===== src/rtl/gmii_udp_video_rx.sv =====
// GMII receiver for UDP-carried video: parses Ethernet/IPv4/UDP headers, steers by
// UDP destination port to one of NUM_CH channels and packs payload into pixel words.
module gmii_udp_video_rx #(
  parameter logic [31:0] IPV4_DST      = 32'hC0A80001,
  parameter logic [15:0] DST_PORT_BASE = 16'd12345,
  parameter int          NUM_CH        = 2,
  parameter int          CH_W          = 4,
  parameter int          PIXEL_BYTES   = 2,
  parameter int          MAX_PAYLOAD   = 1280
) (
  input  logic                     clk125,
  input  logic                     sys_rst_n,
  input  logic [7:0]               rxd,
  input  logic                     rx_dv,
  input  logic [NUM_CH-1:0]        ch_en,
  output logic [8*PIXEL_BYTES-1:0] pix_data,
  output logic [CH_W-1:0]          pix_ch,
  output logic [11:0]              pix_y,
  output logic [3:0]               pix_x,
  output logic                     pix_valid,
  output logic                     pkt_start,
  output logic                     pkt_done,
  output logic                     pkt_err,
  output logic [15:0]              drop_cnt,
  output logic [2:0]               state_dbg
);

  // Pixel output handshake: pix_valid is a one-cycle strobe qualifying pix_*; there is
  // no ready, the consumer must take every strobed word.
  typedef enum logic [2:0] {S_DROP, S_IDLE, S_PREAMBLE, S_HEADER, S_PAYLOAD} state_t;

  localparam logic [15:0] MAX_LEN = 16'(MAX_PAYLOAD + 10);

  state_t                      state;
  logic [5:0]                  idx;
  logic [15:0]                 ethertype;
  logic [7:0]                  ver_ihl;
  logic [7:0]                  proto;
  logic [31:0]                 dst_ip;
  logic [15:0]                 dst_port;
  logic [7:0]                  len_hi;
  logic [7:0]                  y_lo;
  logic [11:0]                 hdr_y;
  logic [3:0]                  hdr_x;
  logic                        accepted;
  logic [CH_W-1:0]             ch_q;
  logic [15:0]                 rem;
  logic [1:0]                  pcnt;
  logic [8*(PIXEL_BYTES-1)-1:0] pack;

  logic [15:0]                 port_off;
  logic [15:0]                 en_ext;
  logic [15:0]                 udp_len;
  logic                        hdr_ok;
  logic [8*PIXEL_BYTES-1:0]    pix_next;

  assign state_dbg = state;
  assign port_off  = dst_port - DST_PORT_BASE;
  assign en_ext    = 16'(ch_en);
  assign udp_len   = {len_hi, rxd};
  assign pix_next  = {pack, rxd};

  // Low length byte arrives on the decision cycle, so it is checked straight off rxd.
  assign hdr_ok = (ethertype == 16'h0800) && (ver_ihl == 8'h45) && (proto == 8'h11) &&
                  (dst_ip == IPV4_DST) && (port_off < 16'(NUM_CH)) &&
                  en_ext[port_off[3:0]] && (udp_len >= 16'd10) && (udp_len <= MAX_LEN);

  always_ff @(posedge clk125 or negedge sys_rst_n) begin
    if (!sys_rst_n) begin
      state     <= S_DROP;
      idx       <= '0;
      ethertype <= '0;
      ver_ihl   <= '0;
      proto     <= '0;
      dst_ip    <= '0;
      dst_port  <= '0;
      len_hi    <= '0;
      y_lo      <= '0;
      hdr_y     <= '0;
      hdr_x     <= '0;
      accepted  <= 1'b0;
      ch_q      <= '0;
      rem       <= '0;
      pcnt      <= '0;
      pack      <= '0;
      pix_data  <= '0;
      pix_ch    <= '0;
      pix_y     <= '0;
      pix_x     <= '0;
      pix_valid <= 1'b0;
      pkt_start <= 1'b0;
      pkt_done  <= 1'b0;
      pkt_err   <= 1'b0;
      drop_cnt  <= '0;
    end else begin
      pix_valid <= 1'b0;
      pkt_start <= 1'b0;
      pkt_done  <= 1'b0;
      pkt_err   <= 1'b0;
      case (state)
        S_DROP: if (!rx_dv) state <= S_IDLE;
        S_IDLE: if (rx_dv && rxd == 8'h55) state <= S_PREAMBLE;
        S_PREAMBLE: begin
          if (!rx_dv) state <= S_IDLE;
          else if (rxd == 8'hD5) begin
            state    <= S_HEADER;
            idx      <= '0;
            accepted <= 1'b0;
          end else if (rxd != 8'h55) state <= S_DROP;
        end
        S_HEADER: begin
          if (!rx_dv) begin
            state <= S_IDLE;
            if (accepted) pkt_err <= 1'b1;
            else if (drop_cnt != 16'hFFFF) drop_cnt <= drop_cnt + 16'd1;
          end else begin
            idx <= idx + 6'd1;
            case (idx)
              6'd12: ethertype[15:8] <= rxd;
              6'd13: ethertype[7:0]  <= rxd;
              6'd14: ver_ihl         <= rxd;
              6'd23: proto           <= rxd;
              6'd30: dst_ip[31:24]   <= rxd;
              6'd31: dst_ip[23:16]   <= rxd;
              6'd32: dst_ip[15:8]    <= rxd;
              6'd33: dst_ip[7:0]     <= rxd;
              6'd36: dst_port[15:8]  <= rxd;
              6'd37: dst_port[7:0]   <= rxd;
              6'd38: len_hi          <= rxd;
              6'd39: begin
                if (hdr_ok) begin
                  accepted <= 1'b1;
                  ch_q     <= port_off[CH_W-1:0];
                  rem      <= udp_len - 16'd10;
                end else begin
                  state <= S_DROP;
                  if (drop_cnt != 16'hFFFF) drop_cnt <= drop_cnt + 16'd1;
                end
              end
              6'd42: y_lo <= rxd;
              6'd43: begin
                hdr_y     <= {rxd[3:0], y_lo};
                hdr_x     <= rxd[7:4];
                pkt_start <= 1'b1;
                pcnt      <= '0;
                state     <= S_PAYLOAD;
              end
              default: ;
            endcase
          end
        end
        S_PAYLOAD: begin
          if (rem == 16'd0) begin
            pkt_done <= 1'b1;
            state    <= rx_dv ? S_DROP : S_IDLE;
          end else if (!rx_dv) begin
            pkt_err <= 1'b1;
            state   <= S_IDLE;
          end else begin
            rem  <= rem - 16'd1;
            pack <= pix_next[8*(PIXEL_BYTES-1)-1:0];
            if (pcnt == 2'(PIXEL_BYTES - 1)) begin
              pcnt      <= '0;
              pix_valid <= 1'b1;
              pix_data  <= pix_next;
              pix_ch    <= ch_q;
              pix_y     <= hdr_y;
              pix_x     <= hdr_x;
            end else pcnt <= pcnt + 2'd1;
            // Trailing bytes short of a full pixel simply never reach pix_data.
            if (rem == 16'd1) begin
              pkt_done <= 1'b1;
              state    <= S_DROP;
            end
          end
        end
        default: state <= S_DROP;
      endcase
    end
  end

endmodule


===== config.mk =====
export PLATFORM = sky130hd
export DESIGN_NAME = gmii_udp_video_rx
export DESIGN_NICKNAME = d
export VERILOG_FILES = /design/src/rtl/gmii_udp_video_rx.sv
export SDC_FILE = /design/constraint.sdc
export NUM_CORES = 1
export LEC_CHECK = 0
export ABC_AREA = 1
export CORE_MARGIN = 5
export CORE_UTILIZATION = 45
export DETAILED_ROUTE_END_ITERATION = 7
export PLACE_DENSITY = 0.66
export SETUP_SLACK_MARGIN = 0.1
export SLEW_MARGIN = 40
export SYNTH_ARGS = -nofsm -noshare
export SYNTH_HDL_FRONTEND = slang
export SYNTH_SLANG_ARGS = --single-unit

===== constraint.sdc =====
create_clock -name clk125 -period 2.1 [get_ports clk125]
set_clock_uncertainty 0.2 [all_clocks]
set_input_delay 0.42 -clock clk125 [delete_from_list [all_inputs] [get_ports clk125]]
set_output_delay 0.42 -clock clk125 [all_outputs]
set_load 0.01 [all_outputs]

==> impl_metrics.env <==
export IMPL_status="complete, but fails checks"
export IMPL_failed_checks="setup timing"
export IMPL_p_clk_share_pct=31.6
export IMPL_synth_ff_type="dfrtp_1"
export IMPL_place_congestion=0.931
export IMPL_numCtsBuffers=22
export IMPL_syn_area_per_cell_um2=7.98
export IMPL_clock_path_buffers=3
export IMPL_dp_cells=1725
export IMPL_final_cells=1806
export IMPL_critPathMostFrequentCell="nand2_2"
export IMPL_p_leak_nw=7.04
export IMPL_ant_nets=0
export IMPL_syn_area_um2=10200
export IMPL_grt_usage_pct=21.9
export IMPL_grt_max_degree=53
export IMPL_grt_pass1_vias=9075
export IMPL_totalWireLength_mm=28.5
export IMPL_multi_input_area_um2=4680
export IMPL_arrival_ps=2500
export IMPL_yosys_warnings=0
export IMPL_synth_cell_types=41
export IMPL_crit_path_end_kind="flip-flop"
export IMPL_fin_crit_sh_pct=110
export IMPL_drv_slew=0
export IMPL_layout_drive_gt1_share_pct=24.3
export IMPL_yosysTopAreaCellShare_pct=51.2
export IMPL_grt_busiest_layer="met2"
export IMPL_critPathTopFamily="simple AND/OR/NAND/NOR gates"
export IMPL_drtIter0Drc=756
export IMPL_slowest_delay_ps=400
export IMPL_cp_cell_sequence="inv_2, ha_4, nand2_4, nand2_8, nand2_2, nand2_2, inv_2, nand2_2, nor2_4, nand3_4, nor2_4, nand2_2, nand2_4, nand3_4, nand2_1, nand2_1"
export IMPL_p_sw_share_pct=32.8
export IMPL_crit_fanout=8
export IMPL_num_rows=55
export IMPL_yosys_cell_count_top_type="nand2_1"
export IMPL_p_int_mw=8.19
export IMPL_viasPerCell=5.13
export IMPL_io_pins=72
export IMPL_seqCellArea_um2=5210
export IMPL_power_density_nw_per_um2=881
export IMPL_core_um2=22400
export IMPL_root_buffer="clkbuf_16"
export IMPL_slew_headroom_pct=77.5
export IMPL_synth_top_cell_by_area="dfrtp_1"
export IMPL_irDropWorstVdd_mv=0.480
export IMPL_cpMaxStageDelayCell="dfrtp_1"
export IMPL_syn_to_final_growth_pct=36.3
export IMPL_num_antenna_cells=0
export IMPL_first_pass_iters=5
export IMPL_die_area_um2=25700
export IMPL_grt_pass1_wl_mm=46.5
export IMPL_ys_ff_latch=208
export IMPL_synthArstFlopShare_pct=100
export IMPL_yosysSeqAreaShare_pct=51.2
export IMPL_netlist_instances=1274
export IMPL_use_met1_pct=29.3
export IMPL_synth_nets=1297
export IMPL_finalSetupViolCount=62
export IMPL_synthTopCellsByArea="dfrtp_1 (51%), nand2_1 (14%), o21ai_0 (7.9%), inv_1 (4.7%), nor2_1 (4.2%)"
export IMPL_initial_core_util_pct=45.3
export IMPL_netSwitchingPower_mw=4.01
export IMPL_grt_util_met3_pct=2.45
export IMPL_nNetsFinal=1529
export IMPL_met2_usage_pct=38.1
export IMPL_pre_cts_slack_ps=-729
export IMPL_rsz0062_at_grt="yes"
export IMPL_fin_ws_ps=-200
export IMPL_combPwrFrac_pct=29.3
export IMPL_portBuffers=71
export IMPL_critPathBufInv=2
export IMPL_cts_htree_levels=1
export IMPL_clock_fmax_mhz=435
export IMPL_min_path_type="in2reg"
export IMPL_crit_required_ps=2300
export IMPL_path_clk_slew_ps=60
export IMPL_min_period_ps=2300
export IMPL_synthTopCellsByCount="nand2_1 (392), dfrtp_1 (208), o21ai_0 (160), inv_1 (128), nor2_1 (113)"
export IMPL_nFillCells=1892
export IMPL_clk_latency_ps=510
export IMPL_drv_cap=0
export IMPL_synth_edf_count=0
export IMPL_clock_sinks=208
export IMPL_critical_path_class="reg2reg"
export IMPL_wl_per_cell_um=15.8
export IMPL_cts_tree="built"
export IMPL_tightest_slew_ps=335
export IMPL_drc=0
export IMPL_setup_tns_ps=-5650
export IMPL_seqPwrFrac_pct=39.1
export IMPL_grt_overflow_total=0
export IMPL_finalHoldViolCount=0
export IMPL_vias=9273
export IMPL_start_kind="flip-flop"
export IMPL_die_h_um=160
export IMPL_grt_antenna_before_repair=0
export IMPL_dp_hpwl_mm=18.0
export IMPL_die_w_um=160
## metrics by stage
stage | power, mW | util, % | hold slack, ps | cell area, um2
6_report | 12.2 | 61.7 | 125 | 13800
5_1_grt | 12.9 | 61.7 | 130 | 13800
4_1_cts | 12.0 | 60.4 | 121 | 13600
3_5_place_dp | 7.83 | 54.6 | 142 | 12300
3_3_place_gp | 7.77 | 54.6 | 142 | 12300
2_1_floorplan | 6.57 | - | -75.6 | 10200
## cell families (layout without fill, tap and decap cells)
kind of cell	count (synthesis)	after routing	synth area share [%]
fa+ha+maj	10	10	1.23
compound gates	203	203	10.6
xor+xnor	29	29	2.50
flops	208	208	51.2
buf+inv	180	426	7.20
simple gates	644	645	27.3
## layout make-up
cell class	instances	area share [%]
multi-input combinational	887	33.8
clock inverter	8	0.578
inverter	136	3.85
tap	285	2.57
clock buffer	31	4.58
timing repair buffer	251	17.0
sequential	208	37.6
## worst register-to-register path, cell delays in order, from the launching register on
cell and delay [ps]:
dfrtp_1 400, inv_2 60, ha_4 170, nand2_4 110, nand2_8 80, nand2_2 80
nand2_2 50, inv_2 50, nand2_2 60, nor2_4 140, nand3_4 90, nor2_4 130
nand2_2 80, nand2_4 130, nand3_4 190, nand2_1 120, nand2_1 50
## sequential cells by signal, summed over array words and instances, names as in the netlist, 4 cells and up
register,cells
hdr_x,4
dst_port,16
idx,6
len_hi,8
ethertype,16
ch_q,4
pack,8
dst_ip,32
pix_ch,4
y_lo,8
pix_y,12
ver_ihl,8
pix_data,16
rem,16
hdr_y,12
pix_x,4
drop_cnt,16
proto,8
## layer usage
metal / wire, um / vias up
met2: 14100 / 255
met5: 0 / -
met1: 12300 / 4419
met4: 644 / 0
met3: 1410 / 45
li1: - / 4554
## power by group through the flow
stage          combinational [mW]  sequential [mW]  clock [mW]
2_1_floorplan                1.75             4.83           0
3_3_place_gp                 2.97             4.81           0
3_5_place_dp                 3.02             4.81           0
4_1_cts                      3.30             4.75        3.91
5_1_grt                      3.95             4.83        4.12
6_report                     3.58             4.77        3.85
## worst paths after layout
kind	startpoint	slack (ps)	to	cells after the start
min in group asynchronous	sys_rst_n	190	pix_data[3]	2
max in group asynchronous	sys_rst_n	920	dst_port[6]	3
max	dst_port[1]	-200	rem[1]	16
min	rxd[0]	130	hdr_y[8]	3
max reg2reg	dst_port[1]	-200	rem[1]	16
min reg2reg	ch_q[2]	270	ch_q[2]	2
## placed cells by master, fill, tap and decap left out, types with 4 or more instances in the layout
master,n
a21oi_1,19
a31oi_1,5
buf_12,14
buf_16,7
buf_4,149
buf_6,9
clkbuf_1,4
clkbuf_16,22
clkbuf_8,6
clkinv_2,5
dfrtp_1,204
dfrtp_2,4
dlygate4sd2_1,60
dlymetal6s2s_1,6
ha_1,6
inv_1,113
inv_2,15
inv_4,6
nand2_1,344
nand2_2,45
nand2_4,12
nand3_1,38
nand3_4,5
nand4_1,44
nor2_1,96
nor2_2,12
nor2_4,16
nor3_1,14
nor3_2,5
o21ai_0,147
o21ai_1,9
o21ai_2,16
xnor2_1,10
xor2_1,17
## repair_timing
action | in CTS | in global routing
endpoints found under the hold margin | 208 | 0
endpoints found under the setup margin | 150 | 198
cloned | 8 | 1
hold buffers | 1 | 0
pin swaps | 28 | 30
setup buffers | 27 | 5
resized for setup | 149 | 77
Power figures use the tool's default switching activity.
